<file path="config.mk">
export PLATFORM = sky130hd
export DESIGN_NAME = fb_arbiter
export DESIGN_NICKNAME = d
export VERILOG_FILES = /design/src/rtl/fb_pkg.sv /design/src/rtl/fb_rsp_pipe.sv /design/src/rtl/fb_arbiter.sv
export SDC_FILE = /design/constraint.sdc
export NUM_CORES = 1
export LEC_CHECK = 0
export ABC_AREA = 1
export BUFFER_PORTS_ARGS = -buffer_cell sky130_fd_sc_hd__buf_2
export CORE_MARGIN = 5
export CORE_UTILIZATION = 30
export DETAILED_ROUTE_END_ITERATION = 16
export HOLD_SLACK_MARGIN = 0.08
export PLACE_DENSITY = 0.74
export REMOVE_ABC_BUFFERS = 1
export SLEW_MARGIN = 0
export SYNTH_ARGS = -nofsm -noshare
export SYNTH_HDL_FRONTEND = slang
export SYNTH_HIERARCHICAL = 1
export SYNTH_SLANG_ARGS = --single-unit
export TNS_END_PERCENT = 1
</file>
<file path="constraint.sdc">
create_clock -name clk_i -period 2.5 [get_ports clk_i]
set_input_delay 0.125 -clock clk_i [delete_from_list [all_inputs] [get_ports clk_i]]
set_output_delay 0.125 -clock clk_i [all_outputs]
set_load 0.02 [all_outputs]
</file>
<file path="src/rtl/fb_pkg.sv">
`default_nettype none
// ============================================================================
// Module      : fb_pkg
// Description : Shared types and default sizing for the frame-buffer arbiter.
// Revision    : 1.0 - initial release
// ============================================================================
package fb_pkg;

    // Default geometry of the frame-buffer RAM and pixel format {R,G,B}.
    localparam int c_DEF_ADDR_WIDTH = 20;
    localparam int c_DEF_DATA_WIDTH = 24;
    localparam int c_DEF_DEPTH      = 20000;
    localparam logic [c_DEF_DATA_WIDTH-1:0] c_DEF_FILL = 24'hFFFFFF;

    // Width of the burst counter; bounds BURST_MAX to 1..15.
    localparam int c_CNT_WIDTH = 4;

    // Which requester currently holds the burst.
    typedef enum logic [0:0] {
        OWN_RD = 1'b0,
        OWN_WR = 1'b1
    } owner_e;

endpackage
`default_nettype wire

</file>
<file path="src/rtl/fb_rsp_pipe.sv">
`default_nettype none
// ============================================================================
// Module      : fb_rsp_pipe
// Description : LATENCY-deep shift register of {valid, in_range} tags that
//               tracks outstanding RAM reads; synchronous clear drops every
//               in-flight entry.
// Revision    : 1.0 - initial release
// ============================================================================
module fb_rsp_pipe #(
    parameter int LATENCY = 1
) (
    input  logic clk_i,
    input  logic clr_i,
    input  logic push_i,
    input  logic in_range_i,
    output logic valid_o,
    output logic in_range_o
);

    logic [LATENCY-1:0] valid_q;
    logic [LATENCY-1:0] in_range_q;

    if (LATENCY == 1) begin : g_single
        // One stage: capture the tag of this cycle's read grant.
        always_ff @(posedge clk_i) begin
            if (clr_i) begin
                valid_q    <= '0;
                in_range_q <= '0;
            end else begin
                valid_q    <= push_i;
                in_range_q <= in_range_i;
            end
        end
    end else begin : g_multi
        // Several stages: shift the tag toward the output one stage per cycle.
        always_ff @(posedge clk_i) begin
            if (clr_i) begin
                valid_q    <= '0;
                in_range_q <= '0;
            end else begin
                valid_q    <= {valid_q[LATENCY-2:0], push_i};
                in_range_q <= {in_range_q[LATENCY-2:0], in_range_i};
            end
        end
    end

    assign valid_o    = valid_q[LATENCY-1];
    assign in_range_o = in_range_q[LATENCY-1];

endmodule
`default_nettype wire

</file>
<file path="src/rtl/fb_arbiter.sv">
`default_nettype none
// ============================================================================
// Module      : fb_arbiter
// Description : Shares one single-port frame-buffer RAM between the capture
//               writer and the display reader. Bounded-burst round robin with
//               a read-urgency override, address range checking and fixed-
//               latency read responses (fill colour for out-of-range reads).
// Revision    : 1.0 - initial release
// ============================================================================
module fb_arbiter
    import fb_pkg::*;
#(
    parameter int ADDR_WIDTH   = c_DEF_ADDR_WIDTH,
    parameter int DATA_WIDTH   = c_DEF_DATA_WIDTH,
    parameter int DEPTH        = c_DEF_DEPTH,
    parameter int READ_LATENCY = 1,
    parameter int BURST_MAX    = 4,
    parameter logic [DATA_WIDTH-1:0] FILL = c_DEF_FILL
) (
    input  logic                  clk_i,
    input  logic                  rst_i,
    input  logic                  wr_valid_i,
    output logic                  wr_ready_o,
    input  logic [ADDR_WIDTH-1:0] wr_addr_i,
    input  logic [DATA_WIDTH-1:0] wr_data_i,
    input  logic                  rd_valid_i,
    output logic                  rd_ready_o,
    input  logic [ADDR_WIDTH-1:0] rd_addr_i,
    input  logic                  rd_urgent_i,
    output logic                  rd_rsp_valid_o,
    output logic [DATA_WIDTH-1:0] rd_rsp_data_o,
    output logic                  mem_en_o,
    output logic                  mem_we_o,
    output logic [ADDR_WIDTH-1:0] mem_addr_o,
    output logic [DATA_WIDTH-1:0] mem_wdata_o,
    input  logic [DATA_WIDTH-1:0] mem_rdata_i,
    output logic [15:0]           wr_stall_count_o
);

    localparam logic [c_CNT_WIDTH-1:0] c_BURST_MAX = c_CNT_WIDTH'(BURST_MAX);
    // One extra bit so DEPTH itself is representable for the unsigned compare.
    localparam logic [ADDR_WIDTH:0]    c_DEPTH     = (ADDR_WIDTH+1)'(DEPTH);
    localparam logic [15:0]            c_STALL_MAX = 16'hFFFF;

    owner_e                 owner_q, owner_d;
    logic [c_CNT_WIDTH-1:0] cnt_q, cnt_d;
    logic [15:0]            stall_q, stall_d;

    logic   w_grant_rd;
    logic   w_grant_wr;
    owner_e w_grantee;
    logic   w_wr_in_range;
    logic   w_rd_in_range;
    logic   w_pipe_valid;
    logic   w_pipe_in_range;

    assign w_wr_in_range = ({1'b0, wr_addr_i} < c_DEPTH);
    assign w_rd_in_range = ({1'b0, rd_addr_i} < c_DEPTH);
    assign w_grantee     = w_grant_wr ? OWN_WR : OWN_RD;

    // Grant decision: at most one requester per cycle, nothing while in reset.
    always_comb begin
        w_grant_rd = 1'b0;
        w_grant_wr = 1'b0;
        if (!rst_i) begin
            if (rd_valid_i && wr_valid_i) begin
                if (rd_urgent_i) begin
                    w_grant_rd = 1'b1;
                end else if (cnt_q < c_BURST_MAX) begin
                    // Owner keeps the slot until its burst budget runs out.
                    w_grant_rd = (owner_q == OWN_RD);
                    w_grant_wr = (owner_q == OWN_WR);
                end else begin
                    w_grant_rd = (owner_q == OWN_WR);
                    w_grant_wr = (owner_q == OWN_RD);
                end
            end else begin
                w_grant_rd = rd_valid_i;
                w_grant_wr = wr_valid_i;
            end
        end
    end

    // Next-state for owner, burst counter and the saturating stall counter.
    always_comb begin
        owner_d = owner_q;
        cnt_d   = cnt_q;
        stall_d = stall_q;
        if (!rd_valid_i && !wr_valid_i) begin
            cnt_d = '0;
        end else if (w_grant_rd || w_grant_wr) begin
            if (w_grantee == owner_q) begin
                cnt_d = (cnt_q >= c_BURST_MAX) ? c_BURST_MAX : cnt_q + 1'b1;
            end else begin
                owner_d = w_grantee;
                cnt_d   = c_CNT_WIDTH'(1);
            end
        end
        if (wr_valid_i && !w_grant_wr && (stall_q != c_STALL_MAX)) begin
            stall_d = stall_q + 16'd1;
        end
    end

    // Arbiter state registers.
    always_ff @(posedge clk_i) begin
        if (rst_i) begin
            owner_q <= OWN_RD;
            cnt_q   <= '0;
            stall_q <= '0;
        end else begin
            owner_q <= owner_d;
            cnt_q   <= cnt_d;
            stall_q <= stall_d;
        end
    end

    // RAM drive straight from the grant; out-of-range accesses keep the slot
    // but never touch the RAM.
    always_comb begin
        mem_en_o    = 1'b0;
        mem_we_o    = 1'b0;
        mem_addr_o  = wr_addr_i;
        mem_wdata_o = wr_data_i;
        if (w_grant_wr) begin
            mem_en_o = w_wr_in_range;
            mem_we_o = w_wr_in_range;
        end else if (w_grant_rd) begin
            mem_en_o   = w_rd_in_range;
            mem_addr_o = rd_addr_i;
        end
    end

    fb_rsp_pipe #(
        .LATENCY (READ_LATENCY)
    ) u_rsp_pipe (
        .clk_i      (clk_i),
        .clr_i      (rst_i),
        .push_i     (w_grant_rd),
        .in_range_i (w_rd_in_range),
        .valid_o    (w_pipe_valid),
        .in_range_o (w_pipe_in_range)
    );

    assign wr_ready_o       = w_grant_wr;
    assign rd_ready_o       = w_grant_rd;
    assign rd_rsp_valid_o   = w_pipe_valid;
    assign rd_rsp_data_o    = w_pipe_in_range ? mem_rdata_i : FILL;
    assign wr_stall_count_o = stall_q;

endmodule
`default_nettype wire

</file>
# Yosys cells after proc, flatten, opt, wreduce, memory -nomap -nowiden
# Cells that the tools add are included.
# word_totals
regBits	23
output_inout_bits	89
word_cells	43
# op_classes
addsub	2
magnitude_cmp	4
eq_ne	2
muxes	17
bitwise_logic	3
n_reduce_logical	10
# ops
operator	n
less-than comparator 20 x 15 -> 1 bit, second input constant	2
two-way mux 20 bit	2
two-way mux 24 bit	1
adder 16 x 1 -> 16 bit, second input constant	1
inequality test 16 bit, second input constant	1
two-way mux 1 bit	12
two-way mux 4 bit	2
adder 4 x 1 -> 4 bit, second input constant	1
greater-or-equal comparator 4 x 3 -> 1 bit, second input constant	1
logical AND 1 bit	4
less-than comparator 4 x 3 -> 1 bit, second input constant	1
logical NOT 1 bit	3
inverter 1 bit	3
AND reduction 3 bit	1
OR reduction 2 bit	1
== test 1 bit	1
logical OR 1 bit	1

# Depth between registers and ports, before layout
# logic_depth
ltp_word	9
mapped_depth	10
depth_no_buf	10

# Cells and area by module
# Netlist, hierarchy kept.
# by_module_without_submodules
mod	n_inst	cells_each	area_each_um2	seq_area_each_um2
fb_arbiter	1	354	2015.7	420.4
fb_rsp_pipe	1	6	55.1	40.0

# Worst setup path after synthesis
# Ideal clock, no wire load.
# synth_path
kind	register -> register
startpoint	register stall_q[0] (netlist: wr_stall_count_o[0])
endpoint	register stall_q[11] (netlist: wr_stall_count_o[11])
arrival_ps	1589
t_required_ps	2365
setup_slack_ps	776
path_stages_with_launch	10
n_path_buf	1
period_less_slack_ps	1724
cell_sequence	dfxtp_1 -> ha_1 -> inv_2 -> nor2_4 -> nand3_2 -> nor2_4 -> nor2_4 -> buf_2 -> nand3_1 -> a21oi_2
# synth_via
elab_chain_cells	2
# synth_lines
item	line	source
from (decl)	fb_arbiter.sv:47	logic [15:0] stall_q, stall_d;
from (signal assigned)	fb_arbiter.sv:113	stall_q <= stall_d;
parallel branches: the longest is 2 deep, another holds adder 16 x 1 -> 16 bit	--	
# Several ways; the timed one is not identified.
# A chain may end at the register's enable or synchronous reset.

# Worst setup path in the final report
# layout_path
startpoint	register cnt_q[2]
endpoint	output mem_addr_o[12]
# layout_via
elab_chain_cells	7
# layout_lines
item	line	source
from (decl)	fb_arbiter.sv:46	logic [c_CNT_WIDTH-1:0] cnt_q, cnt_d;
from (signal assigned)	fb_arbiter.sv:112	cnt_q <= cnt_d;
less-than comparator 4 x 3 -> 1 bit (*)	fb_arbiter.sv:69	end else if (cnt_q < c_BURST_MAX) begin
two-way mux 1 bit	fb_arbiter.sv:69	
two-way mux 1 bit	fb_arbiter.sv:67	if (rd_urgent_i) begin
two-way mux 1 bit	fb_arbiter.sv:66	if (rd_valid_i && wr_valid_i) begin
two-way mux 1 bit	fb_arbiter.sv:65	if (!rst_i) begin
two-way mux 20 bit	fb_arbiter.sv:127	end else if (w_grant_rd) begin
two-way mux 20 bit (*)	fb_arbiter.sv:124	if (w_grant_wr) begin
to (decl)	fb_arbiter.sv:34	output logic [ADDR_WIDTH-1:0] mem_addr_o,
# Every way passes the cells marked *; elsewhere a longest branch is shown, timed or not.

==> impl_metrics.xml <==
<?xml version="1.0" encoding="UTF-8"?>
<metrics>
  <group name="grt">
    <metric name="grt_pass1_wl" unit="mm">10.8</metric>
    <metric name="grt_usage" unit="%">15.2</metric>
    <metric name="globalRoute.totalOverflow" unit="">0</metric>
    <metric name="antenna_found_initial" unit="">0</metric>
    <metric name="number_of_global_route_vias_before_repair" unit="">2462</metric>
    <metric name="grt_max_degree" unit="">25</metric>
  </group>
  <group name="final_layout">
    <metric name="insertedDiodeCount" unit="">0</metric>
    <metric name="fin_nets" unit="">560</metric>
    <metric name="layout-drive-gt1-share" unit="%">33.2</metric>
    <metric name="syn_to_final_growth" unit="%">28.4</metric>
    <metric name="final.fill_count" unit="">722</metric>
    <metric name="post-route-cell-area" unit="sq um">2660</metric>
  </group>
  <group name="yosys">
    <metric name="synth_area_in_compound_gates" unit="%">9.24</metric>
    <metric name="ys_ff_latch" unit="">23</metric>
    <metric name="synthArstFlopShare" unit="%">0</metric>
    <metric name="xor_xnor_share_of_the_synthesized_area" unit="%">2.96</metric>
    <metric name="ys_top_cells_by_count" unit="">nand2_1 (130), inv_1 (52), nor2_1 (32), buf_4 (25), dfxtp_1 (23)</metric>
    <metric name="synth.area.top_cells" unit="">nand2_1 (24%), dfxtp_1 (22%), inv_1 (9.4%)</metric>
    <metric name="yosys-mux-area-fraction" unit="%">0</metric>
    <metric name="yosys_warnings" unit="">6</metric>
    <metric name="yosys.area_share.simple" unit="%">43.0</metric>
    <metric name="post_synth_instance_area" unit="sq um">2070</metric>
    <metric name="seq_area_frac_synth" unit="%">22.2</metric>
    <metric name="number_of_enable_type_register_cells_in_the_synthesized_netlist" unit="">0</metric>
    <metric name="synth_top_cell_by_area" unit="">nand2_1</metric>
    <metric name="synthAdderAreaFrac" unit="%">1.21</metric>
    <metric name="post_synth.cell_area_avg" unit="sq um">5.75</metric>
    <metric name="synth.top_cell.area_share" unit="%">23.6</metric>
    <metric name="largest_family_of_logic_cells_by_synthesized_area" unit="">simple AND/OR/NAND/NOR gates</metric>
    <metric name="most_frequent_cell_after_synthesis" unit="">nand2_1</metric>
    <metric name="synth-main-ff-cell" unit="">dfxtp_1</metric>
    <metric name="yosys.cell_types.count" unit="">31</metric>
    <metric name="cells_after_synth" unit="">360</metric>
  </group>
  <group name="die">
    <metric name="core-area" unit="sq um">6760</metric>
    <metric name="placementRows" unit="">30</metric>
    <metric name="die_y" unit="um">93.1</metric>
    <metric name="design.die.area" unit="sq um">8660</metric>
    <metric name="start_util" unit="%">30.6</metric>
    <metric name="boundaryPins" unit="">182</metric>
    <metric name="fp.dieW" unit="um">93.1</metric>
  </group>
  <group name="route">
    <metric name="firstDrtPassIters" unit="">4</metric>
    <metric name="routedWlPerCell" unit="um">12.6</metric>
    <metric name="drtAntennaViolNets" unit="">0</metric>
    <metric name="post-route-drc-count" unit="">0</metric>
    <metric name="avgViaCountPerCell" unit="">4.71</metric>
    <metric name="drt_iter0_drc" unit="">73</metric>
    <metric name="wirelength_routed" unit="mm">6.87</metric>
    <metric name="routed-via-count" unit="">2564</metric>
  </group>
  <group name="clock_network">
    <metric name="clk_root_buffer_cell" unit="">clkbuf_8</metric>
    <metric name="clock_sinks" unit="">23</metric>
    <metric name="cts_inserted_buffers" unit="">3</metric>
    <metric name="cts.repair.resized" unit="">0</metric>
    <metric name="clk_path_buf_depth" unit="">2</metric>
    <metric name="post-cts-setup-buffers" unit="">0</metric>
    <metric name="clock_insertion_delay_worst_skew" unit="ns">0.26</metric>
    <metric name="cts_tree" unit="">done</metric>
    <metric name="postCtsHoldBufs" unit="">0</metric>
    <metric name="clk_pin_slew_worst_paths" unit="ns">0.08</metric>
    <metric name="cts-htree-levels" unit="">1</metric>
  </group>
  <group name="power_and_ir_drop">
    <metric name="total_leakage_power" unit="uW">0.00137</metric>
    <metric name="areal_power_density_over_the_cells" unit="nW/um^2">328</metric>
    <metric name="worst_ir_drop_on_vdd" unit="mV">0.173</metric>
  </group>
  <group name="timing">
    <metric name="drv_slew" unit="">0</metric>
    <metric name="fin_worst_skew" unit="ns">0.000990</metric>
    <metric name="maximum_clock_frequency" unit="MHz">487</metric>
    <metric name="setup_repair_after_global_routing_missed_its_margin" unit="">no</metric>
    <metric name="slew-limit-headroom" unit="%">52.4</metric>
    <metric name="fin_crit_sh" unit="%">82.1</metric>
    <metric name="hold-worst-slack" unit="ns">0.0955</metric>
    <metric name="timing.setup.tns" unit="ns">0</metric>
    <metric name="max_slew.worst_pin.slew" unit="ns">0.713</metric>
    <metric name="final.min_clock_period" unit="ns">2.05</metric>
    <metric name="hold_violations" unit="">0</metric>
    <metric name="setup_viol" unit="">0</metric>
  </group>
  <group name="placed_design">
    <metric name="area_after_dpl" unit="sq um">2610</metric>
    <metric name="port-buffer-count" unit="">133</metric>
    <metric name="place.gp.congestion" unit="">0.846</metric>
    <metric name="dp_hpwl" unit="mm">5.74</metric>
  </group>
  <group name="setup_path">
    <metric name="cp-end-kind" unit="">primary output</metric>
    <metric name="timing.critical_path.fanout_max" unit="">21</metric>
    <metric name="critical_path_buf_inv_count" unit="">3</metric>
    <metric name="critical_path.max_stage_delay" unit="ns">0.33</metric>
    <metric name="worstPathRequired" unit="ns">2.38</metric>
    <metric name="crit_path_cell_trace" unit="">nor2_1 &gt; inv_1 &gt; nand2_1 &gt; nand3_2 &gt; nand3_1 &gt; inv_1 &gt; o21ai_0 &gt; buf_2</metric>
    <metric name="start_kind" unit="">flop</metric>
    <metric name="timing.critical_path.arrival" unit="ns">1.93</metric>
    <metric name="worst-setup-path-type" unit="">reg2out</metric>
    <metric name="cp_slowest_cell" unit="">o21ai_0</metric>
    <metric name="most_frequent_cell_on_critical_path" unit="">inv_1</metric>
    <metric name="crit_family" unit="">buffers and inverters</metric>
  </group>
  <group name="worst_hold_path">
    <metric name="hold_path_class" unit="">in2reg</metric>
  </group>
  <group name="status">
    <metric name="status" unit="">complete, no violations</metric>
  </group>
  <group name="job">
    <metric name="max_cap_violations" unit="">0</metric>
  </group>
</metrics>
worst register-to-register path: cells and delay by family, from the launching register on:
| family | cells | cell delay, ns |
|---|---|---|
| AND/OR/NAND/NOR | 7 | 0.87 |
| flip-flops | 1 | 0.38 |
| adder cells (fa/ha/maj) | 1 | 0.29 |
| buffers and inverters | 2 | 0.21 |
cells in the final DEF, fill, tap and decap left out, types with 2 or more instances in the layout:
cell	netlist	layout
a21oi_1	11	11
a21oi_2	4	4
buf_2	5	133
buf_4	25	2
clkbuf_8	0	3
dfxtp_1	23	23
ha_1	2	2
inv_1	52	52
nand2_1	130	130
nand3_1	22	22
nand3_2	2	2
nand4_1	8	8
nor2_1	32	32
nor2_4	4	4
nor4_1	2	2
o21ai_0	14	14
xnor2_1	4	4
xor2_1	3	3
where the power goes:
group / switching (uW) / internal [uW] / leakage (uW)
combinational: 159 / 97.7 / 0.00115
clock: 120 / 111 / 0.0000255
sequential: 7.64 / 375 / 0.000187
state kept, by name, summed over array words and instances, names as in the netlist:
signal / cells
cnt_q: 4
owner_q: 1
u_rsp_pipe/in_range_o: 1
u_rsp_pipe/valid_o: 1
wr_stall_count_o: 16
through the flow:
| step | setup WS [ns] | cells | total power [uW] | utilization, % |
|---|---|---|---|---|
| after floorplan | 0.314 | 325 | 526 | - |
| after global placement | 0.784 | 540 | 645 | 38.7 |
| after detailed placement | 0.707 | 540 | 650 | 38.7 |
| after CTS | 0.499 | 544 | 883 | 39.4 |
| after global routing | 0.339 | 544 | 931 | 39.4 |
| final | 0.448 | 544 | 871 | 39.4 |
routing by layer:
layer  vias up  part of all wire (%)  track usage (%)
li1       1288                     -                -
met1      1110                    43             18.0
met2       161                    43             25.4
met3         5                    14             7.00
met4         0                  0.48             2.44
met5         -                     0             2.56
final cells by class:
| class | count | area [sq um] | share of cell area, % |
|---|---|---|---|
| multi-input combinational | 249 | 1170 | 44.1 |
| clock inverter | 1 | 5.00 | 0.188 |
| tap | 80 | 100 | 3.76 |
| sequential | 23 | 460 | 17.3 |
| inverter | 53 | 199 | 7.48 |
| clock buffer | 3 | 41.3 | 1.55 |
| timing repair buffer | 135 | 681 | 25.6 |
logic make-up (layout without fill, tap and decap cells):
logic type | count (synthesis) | count (layout)
AOI/OAI and AO/OA | 33 | 33
xor gates and xnor gates | 7 | 7
adders and majority gates | 2 | 2
buffers and inverters | 88 | 192
DFF | 23 | 23
other | 1 | 1
and+or+nand+nor | 206 | 206
path summary, 6_finish.rpt:
path                                           from                  end  slack, ns  cells past startpoint
worst max-delay path                       cnt_q[2]       mem_addr_o[12]       0.45                      8
worst min-delay path                     rd_valid_i              owner_q        0.1                      2
worst max register to register  wr_stall_count_o[0]  wr_stall_count_o[1]       0.69                     10
worst min register to register             cnt_q[3]             cnt_q[1]       0.50                      3
(Power assumes the default switching activity.)
